## src/rtl/spi_register_bank.sv

```systemverilog
// rtl/spi_register_bank.sv - write-only SPI slave committing 16-bit frames into five 8-bit PWM control registers
// All SPI lines are oversampled by clk; SCLK is treated as data, never as a clock.
module spi_register_bank #(
    parameter int SYNC_STAGES = 2,
    parameter int MAX_ADDR    = 4
) (
    input  logic       clk,
    input  logic       rst,
    input  logic       sclk,
    input  logic       copi,
    input  logic       ncs,
    output logic [7:0] en_reg_out_7_0,
    output logic [7:0] en_reg_out_15_8,
    output logic [7:0] en_reg_pwm_7_0,
    output logic [7:0] en_reg_pwm_15_8,
    output logic [7:0] pwm_duty_cycle
);

    localparam logic [6:0] MAX_ADDR_L = 7'(MAX_ADDR);

    typedef enum logic [1:0] {
        IDLE,
        SHIFT,
        COMMIT
    } state_t;

    logic [SYNC_STAGES-1:0] sclk_sync_q;
    logic [SYNC_STAGES-1:0] copi_sync_q;
    logic [SYNC_STAGES-1:0] ncs_sync_q;
    logic                   sclk_q;
    logic                   ncs_q;

    logic sclk_s;
    logic copi_s;
    logic ncs_s;
    logic sclk_rise;
    logic ncs_fall;
    logic ncs_rise;

    state_t      state_q;
    logic [15:0] shreg_q;
    logic [4:0]  count_q;
    logic        ovf_q;
    logic        commit_ok;

    logic [7:0] out_lo_q;
    logic [7:0] out_hi_q;
    logic [7:0] pwm_lo_q;
    logic [7:0] pwm_hi_q;
    logic [7:0] duty_q;

    // ncs chain resets high so a held-low chip select after reset shows up as a fresh fall
    always_ff @(posedge clk or posedge rst) begin
        if (rst) begin
            sclk_sync_q <= '0;
            copi_sync_q <= '0;
            ncs_sync_q  <= '1;
            sclk_q      <= 1'b0;
            ncs_q       <= 1'b1;
        end else begin
            sclk_sync_q <= {sclk_sync_q[SYNC_STAGES-2:0], sclk};
            copi_sync_q <= {copi_sync_q[SYNC_STAGES-2:0], copi};
            ncs_sync_q  <= {ncs_sync_q[SYNC_STAGES-2:0], ncs};
            sclk_q      <= sclk_s;
            ncs_q       <= ncs_s;
        end
    end

    assign sclk_s    = sclk_sync_q[SYNC_STAGES-1];
    assign copi_s    = copi_sync_q[SYNC_STAGES-1];
    assign ncs_s     = ncs_sync_q[SYNC_STAGES-1];
    assign sclk_rise = sclk_s & ~sclk_q;
    assign ncs_fall  = ~ncs_s & ncs_q;
    assign ncs_rise  = ncs_s & ~ncs_q;

    assign commit_ok = (count_q == 5'd16) && !ovf_q && shreg_q[15]
                       && (shreg_q[14:8] <= MAX_ADDR_L);

    always_ff @(posedge clk or posedge rst) begin
        if (rst) begin
            state_q  <= IDLE;
            shreg_q  <= '0;
            count_q  <= '0;
            ovf_q    <= 1'b0;
            out_lo_q <= '0;
            out_hi_q <= '0;
            pwm_lo_q <= '0;
            pwm_hi_q <= '0;
            duty_q   <= '0;
        end else begin
            case (state_q)
                IDLE: begin
                    if (ncs_fall) begin
                        state_q <= SHIFT;
                        shreg_q <= '0;
                        count_q <= '0;
                        ovf_q   <= 1'b0;
                    end
                end
                SHIFT: begin
                    if (ncs_rise) begin
                        state_q <= COMMIT;
                    end else if (ncs_fall) begin
                        shreg_q <= '0;
                        count_q <= '0;
                        ovf_q   <= 1'b0;
                    end else if (sclk_rise && !ncs_s) begin
                        shreg_q <= {shreg_q[14:0], copi_s};
                        if (count_q < 5'd16) begin
                            count_q <= count_q + 5'd1;
                        end else begin
                            ovf_q <= 1'b1;
                        end
                    end
                end
                COMMIT: begin
                    state_q <= IDLE;
                    if (commit_ok) begin
                        case (shreg_q[14:8])
                            7'd0:    out_lo_q <= shreg_q[7:0];
                            7'd1:    out_hi_q <= shreg_q[7:0];
                            7'd2:    pwm_lo_q <= shreg_q[7:0];
                            7'd3:    pwm_hi_q <= shreg_q[7:0];
                            7'd4:    duty_q   <= shreg_q[7:0];
                            default: ;
                        endcase
                    end
                end
                default: state_q <= IDLE;
            endcase
        end
    end

    assign en_reg_out_7_0  = out_lo_q;
    assign en_reg_out_15_8 = out_hi_q;
    assign en_reg_pwm_7_0  = pwm_lo_q;
    assign en_reg_pwm_15_8 = pwm_hi_q;
    assign pwm_duty_cycle  = duty_q;

endmodule

```

## config.mk

```make
export PLATFORM = sky130hd
export DESIGN_NAME = spi_register_bank
export DESIGN_NICKNAME = d
export VERILOG_FILES = /design/src/rtl/spi_register_bank.sv
export SDC_FILE = /design/constraint.sdc
export NUM_CORES = 1
export LEC_CHECK = 0
export CAP_MARGIN = 20
export CORE_ASPECT_RATIO = 1.2
export CORE_MARGIN = 2
export CORE_UTILIZATION = 40
export CTS_BUF_LIST = sky130_fd_sc_hd__clkbuf_16
export DETAILED_ROUTE_END_ITERATION = 10
export HOLD_SLACK_MARGIN = 0.15
export PLACE_DENSITY = 0.74
export SETUP_SLACK_MARGIN = 0.1
export SLEW_MARGIN = 20
export SYNTH_ARGS = -nofsm -noshare
export SYNTH_HDL_FRONTEND = slang
export SYNTH_SLANG_ARGS = --single-unit
```

## constraint.sdc

```tcl
create_clock -name clk -period 5.3 [get_ports clk]
set_input_delay 1.59 -clock clk [delete_from_list [all_inputs] [get_ports clk]]
set_output_delay 1.59 -clock clk [all_outputs]
set_load 0.05 [all_outputs]
```

# Yosys cells after proc, flatten, opt, wreduce, memory -nomap -nowiden
# Index checks and enable logic that the tools add are counted.
# classes
n_bitwise,6
n_reduce_logical,18
add_sub_neg,1
magnitude_cmp,2
eq_ne,13
mux,20
# op_table
operator,count
$mux 16,4
$pmux 16 s2,1
$mux 5,5
$reduce_and 3->1,5
$eq 7x2->1 const B,2
$pmux 5 s2,1
$reduce_and 5->1,2
$ne 3x3->1 const B,3
$eq 7x1->1 const B,1
$eq 7x3->1 const B,1
$le 7x3->1 const B,1
$logic_not 7->1,1
$ne 2x2->1 const B,3
$add 5x1->5 const B,1
$eq 5x5->1 const B,1
$lt 5x5->1 const B,1
$mux 1,5
$logic_and 1x1->1,4
$mux 2,2
$pmux 2 s2,1
$reduce_and 4->1,1
$and 1x1->1,3
$not 1->1,3
$eq 2x1->1 const B,1
other kinds (6),7
# totals
output_inout_bits,40
input_bits,5
ff_bits,72

# Longest topological paths before layout
# Gate-level depths: netlist of the first run.
# logic_depth
word_depth,7
ltp_mapped,8
mapped_depth_nobuf,6

# Least setup slack after synthesis of the first run
# No wires, ideal clock.
# synth_path
path_kind,register -> output
from,register pwm_hi_q[0] (netlist: en_reg_pwm_15_8[0])
to,output en_reg_pwm_15_8[0]
arrival_time_ps,600
path_stages_with_launch,1
setup_slack_ps,3110
n_path_buf,0
required_time_ps,3710
path_cell_list,dfrtp_1
# synth_rtl
item,line,text
start: declaration,49,logic [7:0] pwm_hi_q;
start signal: assignment,123,7'd3: pwm_hi_q <= shreg_q[7:0];
end: declaration,15,"output logic [7:0] en_reg_pwm_15_8,"
# No word-level cell between the ends.

# Worst setup path in the final report of the first run
# layout_path
from,register pwm_hi_q[1] (netlist: en_reg_pwm_15_8[1])
to,output en_reg_pwm_15_8[1]
# No word-level cell between the ends.

==> results.yml, run 1 <==
logic_synthesis:
  ys_warn_count: 0
  ys_ff_latch: 72
  synth_area_um2: 2855
  synth_nets: 224
  synth_edf_count: 0
  syn_avg_cell_area_um2: 13.16
  synth-seq-area-share_pct: 63.23
  async_flop_share_pct: 100.0
  ys_types: 31
  ys.flop_type: "dfrtp_1"
  synth_cells: 217
floorplanning:
  dieWidth_um: 81.13
  start_util_pct: 41.41
  fp.dieH_um: 96.55
  fp-row-count: 33
  die_area_um2: 7833
  core_um2: 6895
  io_pins: 45
place:
  globalplace.congestion: 0.7076
  post-dp-hpwl_um: 3530
  placed_cells_incl_taps: 344
  io_buffers: 44
worst_setup_path:
  rr_worst_depth: 6
  arrival_ns: 1.52
  critPathLaunch: "en_reg_pwm_15_8[1]"
  cpLargestDelayFamily: "buffers and inverters"
  slowest_delay_ns: 0.82
  r2r_slack_ns: 3.24
  crit_path_cell_trace: "clkdlybuf4s50_1"
  critical_path_required_ns: 3.71
  critPathSlowestCell: "clkdlybuf4s50_1"
  rr_startpoint: "count_q[0]"
  critical_path_class: "reg -> out"
  worst-path-max-fanout: 2
  crit_buf_inv: 1
  r2r-end: "en_reg_pwm_15_8[1]"
  start_kind: "flip-flop"
  critPathCaptureType: "output pin"
status:
  status: "finished clean"
drt:
  vias: 1792
  routed_wl_um: 5164
  firstDrtPassIters: 4
  ant_nets: 0
  drt_iter0_drc: 91
  vias_per_cell: 4.978
  drcViolationCount: 0
  drt-wirelength-per-cell_um: 14.34
clocking:
  postCtsHoldBufs: 0
  post_cts_buffers: 0
  htreeDepth: 3
  numCtsBuffers: 9
  worstSkewPairLatency_ns: 0.33
  clk_path_buf_depth: 2
  cts_resized: 0
  clkTransAtPathRegs_ns: 0.06
  clock_sinks: 72
  cts_tree: "done"
  cts-root-buf: "clkbuf_16"
finish:
  layout.cells.non_filler: 360
  area_growth_pct: 29.58
  antennaDiodeCount: 0
  fillCellCount: 550
  fin_nets: 275
  fin_util_pct: 53.66
  drive_gt1_share_pct: 25.64
timing:
  setup_tns_ns: 0
  maxSlewHeadroom_pct: 42.36
  min_period_over_period_pct: 58.72
  post-route-min-period_ns: 3.112
  worst_slew_pin_slew_ns: 0.8633
  fmax_ghz: 0.3213
  timing_hold_violations_final: 0
  rsz0062_at_grt: "no"
  setup_viol: 0
  hold_slack_ns: 0.3468
  drv_slew: 0
  fin_skew_ns: 0.007047
power_and_ir_drop:
  power.static_leakage_nw: 1.761
  ir_drop_mv: 0.2201
  p_total_mw: 1.228
  power.density_nw_per_um2: 331.9
min_path:
  hold_depth: 0
  worstHoldStart: "sclk_sync_q[0]"
  hold_path_end: "sclk_sync_q[1]"
  hold_path_class: "reg -> reg"
grt:
  grt_overflow: 0
  grt_max_degree: 45
  grt_antenna_before_repair: 0
  grt_first_pass_wirelength_um: 8700
  grt_usage_pct: 15.21
  first_global_vias: 1784
run:
  drv_cap: 0
power by group:
| part | internal, mW | switching, mW |
|---|---|---|
| combinational | 0.0171 | 0.0350 |
| sequential | 0.561 | 0.0125 |
| clock | 0.369 | 0.234 |
| total | 0.947 | 0.281 |
cells by family (layout without fill, tap and decap cells):
logic type	after synthesis	count (layout)	share of synthesized area [%]
compound gates	27	27	4.996
fa+ha+maj	2	2	0.8763
buf+inv	11	67	1.972
flops	72	72	63.23
mux	40	40	16.83
simple gates	65	65	12.09
worst max-delay path by stage:
stage                     slack (ns)                  to  cells after the start
after global routing            2.14  en_reg_pwm_15_8[1]                      1
final                           2.19  en_reg_pwm_15_8[1]                      1
after floorplan                 1.89      copi_sync_q[0]                      1
after CTS                       2.17  en_reg_pwm_15_8[1]                      1
after detailed placement        2.38   en_reg_out_7_0[4]                      3
after global placement          2.39   en_reg_out_7_0[4]                      3
per-layer routing:
metal | global-route usage, % | routed length, um | vias to the layer above
met5 | 0 | 0 | -
met4 | 8.898 | 131 | 0
met3 | 3.346 | 211 | 11
met2 | 25.00 | 2565 | 42
met1 | 18.37 | 2255 | 883
li1 | - | - | 856
per-stage QoR:
stage,setup WS (ns),cell area [um^2]
after floorplan,1.890,2855
after global placement,2.393,3390
after detailed placement,2.379,3390
after CTS,2.170,3692
after global routing,2.141,3700
final,2.188,3700
synth_stat cells (3+ instances only):
master / count / share of area (%)
dfrtp_1: 69 / 60
nand2_1: 42 / 5.5
mux2_2: 32 / 13
o21ai_0: 20 / 3.5
mux2_4: 8 / 4.2
nor2_1: 6 / 0.79
clkbuf_1: 5 / 0.66
inv_1: 4 / 0.53
dfstp_2: 3 / 2.8
state kept, by name (all words and copies together), names as in the netlist:
register and count:
en_reg_pwm_15_8 8, copi_sync_q 2, en_reg_out_15_8 8, sclk_sync_q 2
ovf_q 1, count_q 5, shreg_q 16, en_reg_out_7_0 8
pwm_duty_cycle 8, ncs_sync_q 2, state_q 2, sclk_q 1
ncs_q 1, en_reg_pwm_7_0 8
layout by cell type (no fill, tap or decap), types with 2 or more instances in the layout:
cell	netlist	layout
dfrtp_1	69	69
inv_6	0	3
nand2_1	42	42
ha_1	2	2
and4b_1	2	2
mux2_4	8	8
clkbuf_16	0	9
a21oi_1	2	2
nor2_1	6	6
nand3b_4	2	2
inv_1	4	3
o21ai_0	20	20
dfstp_2	3	3
mux2_2	32	32
clkdlybuf4s50_1	0	44
buf_4	1	3
nand2b_1	2	2
cell type report:
type	instances	area [um^2]	area share, %
multi-input combinational	134	1005	27.16
inverter	4	15.01	0.4058
tap	87	108.9	2.942
sequential	72	1805	48.80
timing repair buffer	47	462.9	12.51
clock buffer	9	225.2	6.087
clock inverter	7	77.57	2.097
Power figures use the tool's default switching activity.
==> run 2, diff against run 1 <==
--- a/config.mk
+++ b/config.mk
@@ -12,7 +12,7 @@
 export CTS_BUF_LIST = sky130_fd_sc_hd__clkbuf_16
 export DETAILED_ROUTE_END_ITERATION = 10
 export HOLD_SLACK_MARGIN = 0.15
-export PLACE_DENSITY = 0.74
+export PLACE_DENSITY = 0.77
 export SETUP_SLACK_MARGIN = 0.1
 export SLEW_MARGIN = 20
 export SYNTH_ARGS = -nofsm -noshare
==> constraint.sdc (replaced) <==
create_clock -name clk -period 2.8 [get_ports clk]
set_input_delay 0.84 -clock clk [delete_from_list [all_inputs] [get_ports clk]]
set_output_delay 0.84 -clock clk [all_outputs]
set_load 0.05 [all_outputs]
==> run 2 against run 1 <==
Highest routed layer unchanged. Setup slack worse by 1.7 ns. Die area stayed put. Sequential share of layout area hardly changed. Final area hardly changed. Sequential cell count stayed put. Routed wire length is 8.0% higher. Largest cell class unchanged. Largest power group is now sequential cells. Clock skew is 0.0010 ns lower.
==> results.yml, run 2 (same netlist as run 1, synthesis figures left out) <==
status:
  status: "finished clean"
finish:
  area_growth_pct: 29.54
  mostFrequentLayoutCell: "dfrtp_1"
  seq_area_um2: 1805
  top_register: "shreg_q"
  fillCellCount: 561
  mostFrequentLayoutCells: "dfrtp_1, clkdlybuf4s50_1, nand2_1"
  multi_input_area_um2: 997.2
  largest_reg_flops: 16
  fin_nets: 276
  drive_gt1_share_pct: 25.18
  antennaDiodeCount: 0
  layout.cells.non_filler: 361
  fin_util_pct: 53.64
clocking:
  cts_resized: 0
  clk_path_buf_depth: 2
  postCtsHoldBufs: 0
  cts_tree: "done"
  numCtsBuffers: 9
  clkTransAtPathRegs_ns: 0.06
  post_cts_buffers: 0
  cts-root-buf: "clkbuf_16"
  worstSkewPairLatency_ns: 0.33
  clock_sinks: 72
  htreeDepth: 3
worst_setup_path:
  start_kind: "flip-flop"
  crit_buf_inv: 1
  crit_path_cell_trace: "clkdlybuf4s50_1"
  rr_worst_depth: 6
  critPathSlowestCell: "clkdlybuf4s50_1"
  critical_path_required_ns: 1.96
  cp.depth: 1
  worst-path-max-fanout: 2
  cpLargestDelayFamily: "buffers and inverters"
  critical_path_class: "reg -> out"
  slowest_delay_ns: 0.81
  arrival_ns: 1.51
  critPathCaptureType: "output pin"
grt:
  grt_overflow: 0
  grt_max_degree: 36
  grt_usage_pct: 16.31
  grt_first_pass_wirelength_um: 9363
  first_global_vias: 1892
  grt_antenna_before_repair: 0
run:
  drv_cap: 0
floorplanning:
  die_area_um2: 7833
  dieWidth_um: 81.13
  fp.dieH_um: 96.55
  core_um2: 6895
  start_util_pct: 41.41
  fp-row-count: 33
  io_pins: 45
timing:
  maxSlewHeadroom_pct: 65.35
  drv_slew: 0
  setup_viol: 0
  timing_hold_violations_final: 0
  worst_slew_pin_slew_ns: 0.5163
  hold_slack_ns: 0.3462
  rsz0062_at_grt: "no"
  fmax_ghz: 0.4253
  setup_tns_ns: 0
  post-route-min-period_ns: 2.351
  fin_skew_ns: 0.006042
  min_period_over_period_pct: 83.97
drt:
  drt_iter0_drc: 153
  routed_wl_um: 5578
  vias_per_cell: 5.069
  vias: 1830
  ant_nets: 0
  met3WireLength_um: 241
  wl_met2_um: 2897
  firstDrtPassIters: 4
  drt-wirelength-per-cell_um: 15.45
  met1_length_um: 2365
  drcViolationCount: 0
  top_layer_used: "met4"
power_and_ir_drop:
  p_total_mw: 2.280
  power.static_leakage_nw: 1.767
  ir_drop_mv: 0.3519
  power.density_nw_per_um2: 616.3
place:
  io_buffers: 44
  post-dp-hpwl_um: 3652
  placed_cells_incl_taps: 345
  globalplace.congestion: 0.7806
min_path:
  hold_depth: 0
  hold_path_class: "reg -> reg"
==> run 2: final timing paths <==
kind	startpoint	end	slack, ns
worst max-delay path	en_reg_pwm_15_8[4]	en_reg_pwm_15_8[4]	0.45
worst min-delay path	sclk_sync_q[0]	sclk_sync_q[1]	0.35
worst max register to register	count_q[0]	en_reg_pwm_15_8[1]	0.78
worst min register to register	sclk_sync_q[0]	sclk_sync_q[1]	0.35
max in group asynchronous	rst	en_reg_pwm_7_0[1]	1.34
min in group asynchronous	rst	sclk_q	0.84
==> run 2: area by class of cell <==
type,instances,area share (%)
inverters,4,0.4060
clock buffers,9,6.089
flip-flops and latches,72,48.82
clock inverters,7,1.725
repair buffers,48,13.06
well taps,87,2.943
multi-input cells,134,26.96
==> run 2: metrics by stage <==
step,setup WS [ns],cell area (um^2)
finish,0.4489,3699
global route,0.4003,3699
CTS,0.4343,3699
detailed placement,0.7746,3410
global placement,0.8055,3410
floorplan,0.1400,2855
==> run 2: power breakdown <==
part,total (mW),internal (mW),switching [mW]
Sequential,1.09,1.06,0.0235
Clock,1.09,0.680,0.414
Combinational,0.0995,0.0340,0.0655
Total,2.28,1.78,0.503
==> run 2: layer usage <==
layer / vias to the layer above / GRT usage [%]
met2: 49 / 28.79
met4: 0 / 6.356
met1: 920 / 18.54
met3: 6 / 4.740
met5: - / 0
li1: 855 / -
==> run 3, diff against run 2 <==
==> constraint.sdc (replaced) <==
create_clock -name clk -period 1.9 [get_ports clk]
set_input_delay 0.57 -clock clk [delete_from_list [all_inputs] [get_ports clk]]
set_output_delay 0.57 -clock clk [all_outputs]
set_load 0.05 [all_outputs]
==> run 3 against run 2 <==
Routed wire length shrank 1.2%. Global-route usage down 0.69 points. Final area is 1.4% higher. Worst hold slack worse by 0.00056 ns. Final cell count up 2.5%. First-iteration DRC count down 31%. Non-clock buffer count is 9 higher. Critical path depth is 6 higher. Register-to-register slack got worse by 0.70 ns. Via count up 0.22%. Sequential share of layout area decreased by 0.68 points. Critical path type is now reg -> reg.
==> results.yml, run 3 (same netlist as run 1, synthesis figures left out) <==
worst_setup_path:
  crit_buf_inv: 2
  critPathSlowestCell: "dfrtp_1"
  critPathCaptureType: "flip-flop"
  worst-path-max-fanout: 8
  critical_path_required_ns: 2.11
  arrival_ns: 2.04
  slowest_delay_ns: 0.38
  start_kind: "flip-flop"
  critical_path_class: "reg -> reg"
  cpLargestDelayFamily: "simple AND/OR/NAND/NOR gates"
  crit_path_cell_trace: "inv_2 -> ha_4 -> nor4b_4 -> and4b_2 -> buf_6 -> nand3b_4 -> mux2_4"
floorplanning:
  io_pins: 45
  fp.dieH_um: 96.55
  core_um2: 6895
  fp-row-count: 33
  start_util_pct: 41.41
  dieWidth_um: 81.13
  die_area_um2: 7833
timing:
  fmax_ghz: 0.5485
  worst_slew_pin_slew_ns: 0.4619
  post-route-min-period_ns: 1.823
  drv_slew: 0
  fin_skew_ns: 0.008304
  setup_viol: 0
  timing_hold_violations_final: 0
  min_period_over_period_pct: 95.96
  rsz0062_at_grt: "yes"
  maxSlewHeadroom_pct: 69.00
  setup_tns_ns: 0
  fin_ws_ns: 0.07670
finish:
  area_growth_pct: 31.38
  drive_gt1_share_pct: 43.46
  mostFrequentLayoutCells: "dfrtp_1, buf_4, nand2_1"
  fin_nets: 285
  fin_util_pct: 54.40
  top_register: "shreg_q"
  design_area_um2: 3751
  mostFrequentLayoutCell: "dfrtp_1"
  largest_reg_flops: 16
  layout.cells.non_filler: 370
  antennaDiodeCount: 0
clocking:
  postCtsHoldBufs: 0
  htreeDepth: 3
  worstSkewPairLatency_ns: 0.33
  cts-root-buf: "clkbuf_16"
  clock_sinks: 72
  numCtsBuffers: 9
  clkTransAtPathRegs_ns: 0.06
  cts_tree: "done"
  clk_path_buf_depth: 2
drt:
  vias_per_cell: 4.957
  top_layer_used: "met4"
  drcViolationCount: 0
  vias: 1834
  routed_wl_um: 5513
  drt_iter0_drc: 106
  ant_nets: 0
  met1_length_um: 2453
  firstDrtPassIters: 4
  met3WireLength_um: 220
  drt-wirelength-per-cell_um: 14.90
  wl_met2_um: 2730
power_and_ir_drop:
  p_comb_share_pct: 5.6
  intPower_mw: 2.801
  switching_share_pct: 21.51
  power.static_leakage_nw: 1.920
  pwr-share-clk_pct: 49.7
  switching_power_mw: 0.7675
  ir_drop_mv: 0.5455
  p_seq_share_pct: 44.7
  power.density_nw_per_um2: 951.3
min_path:
  hold_path_class: "reg -> reg"
run:
  drv_cap: 0
place:
  placed_area_um2: 3364
  globalplace.congestion: 0.8182
  post-dp-hpwl_um: 3709
  placed_cells_incl_taps: 349
  io_buffers: 44
  preCtsSetupSlack_ns: 0.005791
grt:
  grt_usage_pct: 15.61
  grt_max_degree: 40
  first_global_vias: 1873
  grt_antenna_before_repair: 0
  grt_overflow: 0
  grt_first_pass_wirelength_um: 9052
status:
  status: "finished clean"
==> run 3: metal layers <==
layer	vias to the layer above	GRT usage, %
met5	-	0
met4	0	7.062
met3	12	4.182
met2	45	25.55
met1	911	19.34
li1	866	-
==> run 3: cell type report <==
| type | instances | area, um^2 |
|---|---|---|
| clock inverter | 7 | 97.59 |
| multi-input combinational | 134 | 1028 |
| timing repair buffer | 57 | 466.7 |
| inverter | 4 | 18.77 |
| clock buffer | 9 | 225.2 |
| fill | 577 | 3144 |
| tap | 87 | 108.9 |
| sequential | 72 | 1805 |
==> run 3: worst register-to-register path: stages (launching register included) <==
cell and delay [ns]:
dfrtp_1 0.38, inv_2 0.08, ha_4 0.12, nor4b_4 0.19, and4b_2 0.31, buf_6 0.13, nand3b_4 0.16, mux2_4 0.34
==> run 3: path summary, 6_finish.rpt <==
check                               startpoint                  to  slack (ns)  cells after the start
worst min register to register  sclk_sync_q[0]      sclk_sync_q[1]        0.35                      0
worst min-delay path            sclk_sync_q[0]      sclk_sync_q[1]        0.35                      0
min in group asynchronous                  rst      copi_sync_q[0]        0.54                      2
max in group asynchronous                  rst  en_reg_pwm_15_8[3]        0.90                      3
worst max register to register      count_q[0]  en_reg_out_15_8[5]        0.08                      7
worst max-delay path                count_q[0]  en_reg_out_15_8[5]        0.08                      7
==> run 3: what timing repair did <==
item                       CTS  global route
buffers inserted             4             1
pin swaps                    2             1
setup endpoints to repair   24            32
gates resized for setup      6             2
hold endpoints to repair     0             0
==> run 3: metrics by stage <==
step	power, mW	hold slack (ns)
finish	3.568	0.3457
global route	3.712	0.3612
CTS	3.590	0.3473
detailed placement	1.785	0.3365
global placement	1.781	0.3343
floorplan	1.725	0.3312
==> run 3: power groups by stage <==
stage	sequential [mW]	combinational, mW	clock, mW
3_3_place_gp	1.62	0.156	0
2_1_floorplan	1.61	0.110	0
6_report	1.60	0.200	1.77
5_1_grt	1.60	0.224	1.89
4_1_cts	1.60	0.193	1.80
3_5_place_dp	1.63	0.159	0
==> edit 1 (settings of run 3) <==
The 3 states of `state_t` get a one-hot encoding in 3 bits.
--- a/src/rtl/spi_register_bank.sv
+++ b/src/rtl/spi_register_bank.sv
@@ -18,10 +18,10 @@
 
     localparam logic [6:0] MAX_ADDR_L = 7'(MAX_ADDR);
 
-    typedef enum logic [1:0] {
-        IDLE,
-        SHIFT,
-        COMMIT
+    typedef enum logic [2:0] {
+        IDLE   = 3'b001,
+        SHIFT  = 3'b010,
+        COMMIT = 3'b100
     } state_t;
 
     logic [SYNC_STAGES-1:0] sclk_sync_q;
Formal check against the unedited RTL: no difference found for any inputs over 10 cycles, from zero or initial values and one cycle with rst high; not proved beyond that.
==> edit 1 against run 3 <==
  * Maximum frequency is 3.9% lower
  * Sequential share of layout area down 3.0 points
  * Final area up 8.2%
  * Wire length up 15%
  * First-iteration DRC count grew 13%
  * Core utilization grew 2.1 points
  * Power is 3.0% lower
  * Synthesized area increased by 3.0%
  * Sequential cell count up 1
  * Global-route usage up 1.5 points
  * Worst setup slack lost 73 ps
  * Critical path type unchanged
  * Largest cell class unchanged
==> edit 1: results (changes against run 3) <==
[place]
post_detailed_placement_cell_area_mm2 = 0.003602  ; +7.1%
io_buffer_count = 44  ; unchanged
placedCellCount = 343  ; -1.7%
detailedPlace.worstSlack_ps = -53.34  ; -59.13 ps
detailedPlacementHpwl_um = 4178  ; +13%
place_congestion = 0.8374  ; +2.3%

[global_routing]
wire_length_of_the_first_global_routing_pass_um = 10170  ; +12%
first_global_vias = 1938  ; +3.5%
track_usage = 0.1712  ; +0.01507
grt_start_max_net_pins = 74  ; +85%

[clocking]
cts_htree_levels = 3  ; unchanged
cts_root_buf = sky130_fd_sc_hd__clkbuf_16

[route]
firstDrtPassIters = 4  ; unchanged
routedWlPerCell_um = 17.60  ; +18%
detailedRoute.firstIterationViolations = 120  ; +13%
detail_route.vias_per_cell = 5.192  ; +4.7%

[finish]
regMostFlops = shreg_q
antennaDiodeCount = 0  ; unchanged
final_layout_size_suffix_gt1_frac = 0.5167  ; +0.08210
count_of_non_filler_cells_in_the_finished_layout = 359  ; -3.0%
design.final.nets = 271  ; -4.9%

[worst_setup_path]
critPathArrivalTime_ps = 2110  ; +70 ps
ff2ff_path_depth = 6  ; -1
regToRegStartpoint = shreg_q[14]
crit_path_max_fanout = 5  ; -3

[synthesis]
synthArstFlopShare = 1.000  ; unchanged
postSynthNetCount = 195  ; -13%
yosys-top-cells-count = 69 x sky130_fd_sc_hd__dfrtp_1, 32 x sky130_fd_sc_hd__mux2_2, 16 x sky130_fd_sc_hd__a22o_1, 8 x sky130_fd_sc_hd__inv_1, 8 x sky130_fd_sc_hd__mux2_4
synth.yosys.seq_area_share = 0.6230  ; -0.009361
netlist_instances = 188  ; -13%
most_used_flip_flop_cell_after_synthesis = sky130_fd_sc_hd__dfrtp_1
ys_types = 40  ; +29%
ys_top_cells_by_area = sky130_fd_sc_hd__dfrtp_1 59%, sky130_fd_sc_hd__mux2_2 12%, sky130_fd_sc_hd__a22o_1 4.8%

[timing]
worst_slew_margin_rel = 0.7188  ; +0.02883
clock_skew_ps = 6.502  ; -1.803 ps

[power]
worst_ir_drop_vdd_mv = 0.7281  ; +33%
cellLeakagePower_nw = 1.999  ; +4.2%

[worst_hold_path]
hold_depth = 0  ; unchanged

[outcome]
outcome = complete, no violations

==> edit 1: cell count changes in the layout (fill, tap and decap cells not counted), moves of 3 or more <==
cell                             run 3  this run
sky130_fd_sc_hd__buf_6               1         5
sky130_fd_sc_hd__buf_4              50        60
sky130_fd_sc_hd__nor4_4              0         3
sky130_fd_sc_hd__nor2_1              6         1
sky130_fd_sc_hd__o21ai_0            20         3
sky130_fd_sc_hd__nand2_1            42         1
sky130_fd_sc_hd__a21oi_1             2         6
sky130_fd_sc_hd__inv_1               2         8
sky130_fd_sc_hd__a22o_1              0        16
sky130_fd_sc_hd__mux2_2             31         0
sky130_fd_sc_hd__mux2_4              9        40
==> edit 1: routing by layer <==
metal	up-vias	wire length, um	GRT usage	share of wire
met2	38	3127	0.2475	0.49
met4	0	179	0.1000	0.028
met5	-	0	0	0
met1	967	2815	0.2379	0.45
met3	15	197	0.03235	0.031
li1	844	-	-	-
==> edit 1: report_power, final <==
group          leakage, nW  switching (mW)  internal, mW
Combinational        0.850          0.0723        0.0491
Sequential           0.994          0.0134          1.57
Clock                0.156           0.616          1.14
==> edit 1: final timing paths <==
check / end / slack (ps)
max: en_reg_out_7_0[1] / 3
min: sclk_sync_q[1] / 350
max reg2reg: en_reg_out_7_0[1] / 3
min reg2reg: sclk_sync_q[1] / 350
max in group asynchronous: ncs_sync_q[0] / 860
min in group asynchronous: pwm_duty_cycle[3] / 690
==> edit 1: final cells by class <==
cell class	count	area (um^2)
clock buffers	9	225.2
clock inverters	7	87.58
fillers	553	3131
inverters	8	33.78
multi-input cells	100	1161
flip-flops and latches	73	1832
well taps	90	112.6
repair buffers	72	606.8
==> edit 1: worst max-delay path, cell delays in order (launching register included) <==
cell and delay, ps:
sky130_fd_sc_hd__dfrtp_1 410, sky130_fd_sc_hd__nor4b_4 310, sky130_fd_sc_hd__nand4_4 170, sky130_fd_sc_hd__buf_6 170
sky130_fd_sc_hd__nor4_4 230, sky130_fd_sc_hd__buf_6 190, sky130_fd_sc_hd__mux2_4 300
==> edit 1: logic make-up after synthesis <==
| logic type | count (synthesis) | synth area share |
|---|---|---|
| AO/OA/AOI/OAI | 31 | 0.07915 |
| adder cells (fa/ha/maj) | 2 | 0.008509 |
| buffers and inverters | 15 | 0.02851 |
| flip-flops | 73 | 0.6230 |
| multiplexers | 40 | 0.1634 |
| AND/OR/NAND/NOR | 27 | 0.09746 |
==> edit 1: what timing repair did <==
| action | in CTS | in global routing |
|---|---|---|
| endpoints found under the setup margin | 41 | 40 |
| gates resized for setup | 31 | 7 |
| setup buffers | 0 | 0 |
==> edit 2 (config.mk and constraints of run 3) <==
Made on the original files. `SYNC_STAGES`: 2 -> 4.
--- a/src/rtl/spi_register_bank.sv
+++ b/src/rtl/spi_register_bank.sv
@@ -1,7 +1,7 @@
 // rtl/spi_register_bank.sv - write-only SPI slave committing 16-bit frames into five 8-bit PWM control registers
 // All SPI lines are oversampled by clk; SCLK is treated as data, never as a clock.
 module spi_register_bank #(
-    parameter int SYNC_STAGES = 2,
+    parameter int SYNC_STAGES = 4,
     parameter int MAX_ADDR    = 4
 ) (
     input  logic       clk,
Formal check against the unedited RTL: no difference found for any inputs over 10 cycles, from zero or initial values and one cycle with rst high; that may be too few to reach the edited logic, so the function may still have changed.
==> edit 2 against run 3 <==
  * Clock power down 4%
  * Sequential cell count up 6
  * Power rose by 5.8%
  * Synthesized area is 9.9% higher
  * Final area up 8.9%
  * Combinational power grew 66%
  * Worst setup slack gained 13 ps
  * Wire length grew 21%
  * Critical endpoint is now en_reg_pwm_7_0[6]
==> edit 2: results (changes against run 3) <==
[outcome]
outcome = complete, no violations

[global_routing]
use_met1 = 0.2157  ; +0.02225
wire_length_of_the_first_global_routing_pass_um = 11010  ; +22%
track_usage = 0.1675  ; +0.01135

[synthesis]
post_synthesis_compound_gate_area_fraction = 0.02232  ; -0.02764
postSynthNetCount = 219  ; -2.2%
yosys-top-cells-count = 73 x sky130_fd_sc_hd__dfrtp_1, 53 x sky130_fd_sc_hd__mux2_2, 17 x sky130_fd_sc_hd__and3_1, 6 x sky130_fd_sc_hd__inv_1
ys_types = 36  ; +16%
ys_top_cells_by_area = sky130_fd_sc_hd__dfrtp_1 58%, sky130_fd_sc_hd__mux2_2 19%, sky130_fd_sc_hd__dfstp_2 4.2%
synthAdderAreaFrac = 0.007971  ; -0.0007929
synth.mux.area_fraction = 0.2104  ; +0.04217
synth.yosys.seq_area_share = 0.6238  ; -0.008586

[worst_setup_path]
reg2reg_to = en_reg_pwm_7_0[6]
ff2ff_path_depth = 4  ; -3
worst_setup_sp = shreg_q[11]
critPathArrivalTime_ps = 2020  ; -20 ps

[route]
routedWlPerCell_um = 17.96  ; +21%
met1Wirelength_um = 2906  ; +18%
detail_route.vias_per_cell = 5.307  ; +7.1%
dr_wl_met3_um = 197  ; -10%
detailedRoute.firstIterationViolations = 96  ; -9.4%

[timing]
clock_skew_ps = 5.793  ; -2.512 ps
period_needed_ps = 1811  ; -12.73 ps
worstMarginPinSlew_ps = 397.4  ; -64.55 ps

[power]
netSwitchingPower_mw = 0.8951  ; +17%
worst_ir_drop_vdd_mv = 0.5265  ; -3.5%

[place]
post_detailed_placement_cell_area_mm2 = 0.003660  ; +8.8%
detailedPlace.worstSlack_ps = -37.59  ; -43.38 ps
detailedPlacementHpwl_um = 4148  ; +12%

## edit 2: critical path: stages (launching register included)
cell and delay, ps:
sky130_fd_sc_hd__dfrtp_1 520, sky130_fd_sc_hd__nor4b_2 420, sky130_fd_sc_hd__and4_4 290, sky130_fd_sc_hd__buf_4 140, sky130_fd_sc_hd__mux2_1 320
## edit 2: final cells by class
| type | count | area [um^2] | area share |
|---|---|---|---|
| Clock buffer | 9 | 225.2 | 0.05513 |
| Tap cell | 92 | 115.1 | 0.02818 |
| Inverter | 6 | 26.28 | 0.006432 |
| Timing Repair Buffer | 60 | 493.0 | 0.1207 |
| Multi-Input combinational cell | 119 | 1195 | 0.2925 |
| Sequential cell | 78 | 1958 | 0.4793 |
| Clock inverter | 7 | 72.57 | 0.01776 |
## edit 2: timing repair
action | in CTS | in global routing
endpoints found under the setup margin | 40 | 39
setup buffers | 3 | 3
pin swaps | 4 | 1
endpoints found under the hold margin | 0 | 0
resized for setup | 6 | 11
## edit 2: power groups by stage
| stage | clock network, mW | registers, mW | logic [mW] |
|---|---|---|---|
| 6_report | 1.70 | 1.74 | 0.331 |
| 5_1_grt | 1.80 | 1.75 | 0.359 |
| 4_1_cts | 1.73 | 1.74 | 0.290 |
| 3_5_place_dp | 0 | 1.77 | 0.251 |
| 3_3_place_gp | 0 | 1.77 | 0.241 |
| 2_1_floorplan | 0 | 1.76 | 0.165 |
## edit 2: through the flow
stage,cells,util,setup TNS (ps),hold slack [ps]
after floorplan,212,-,0,331.2
after global placement,349,0.4776,0,333.3
after detailed placement,349,0.4776,-300.1,339.5
after CTS,368,0.5242,0,353.0
after global routing,371,0.5331,0,355.2
final,371,0.5331,0,350.7
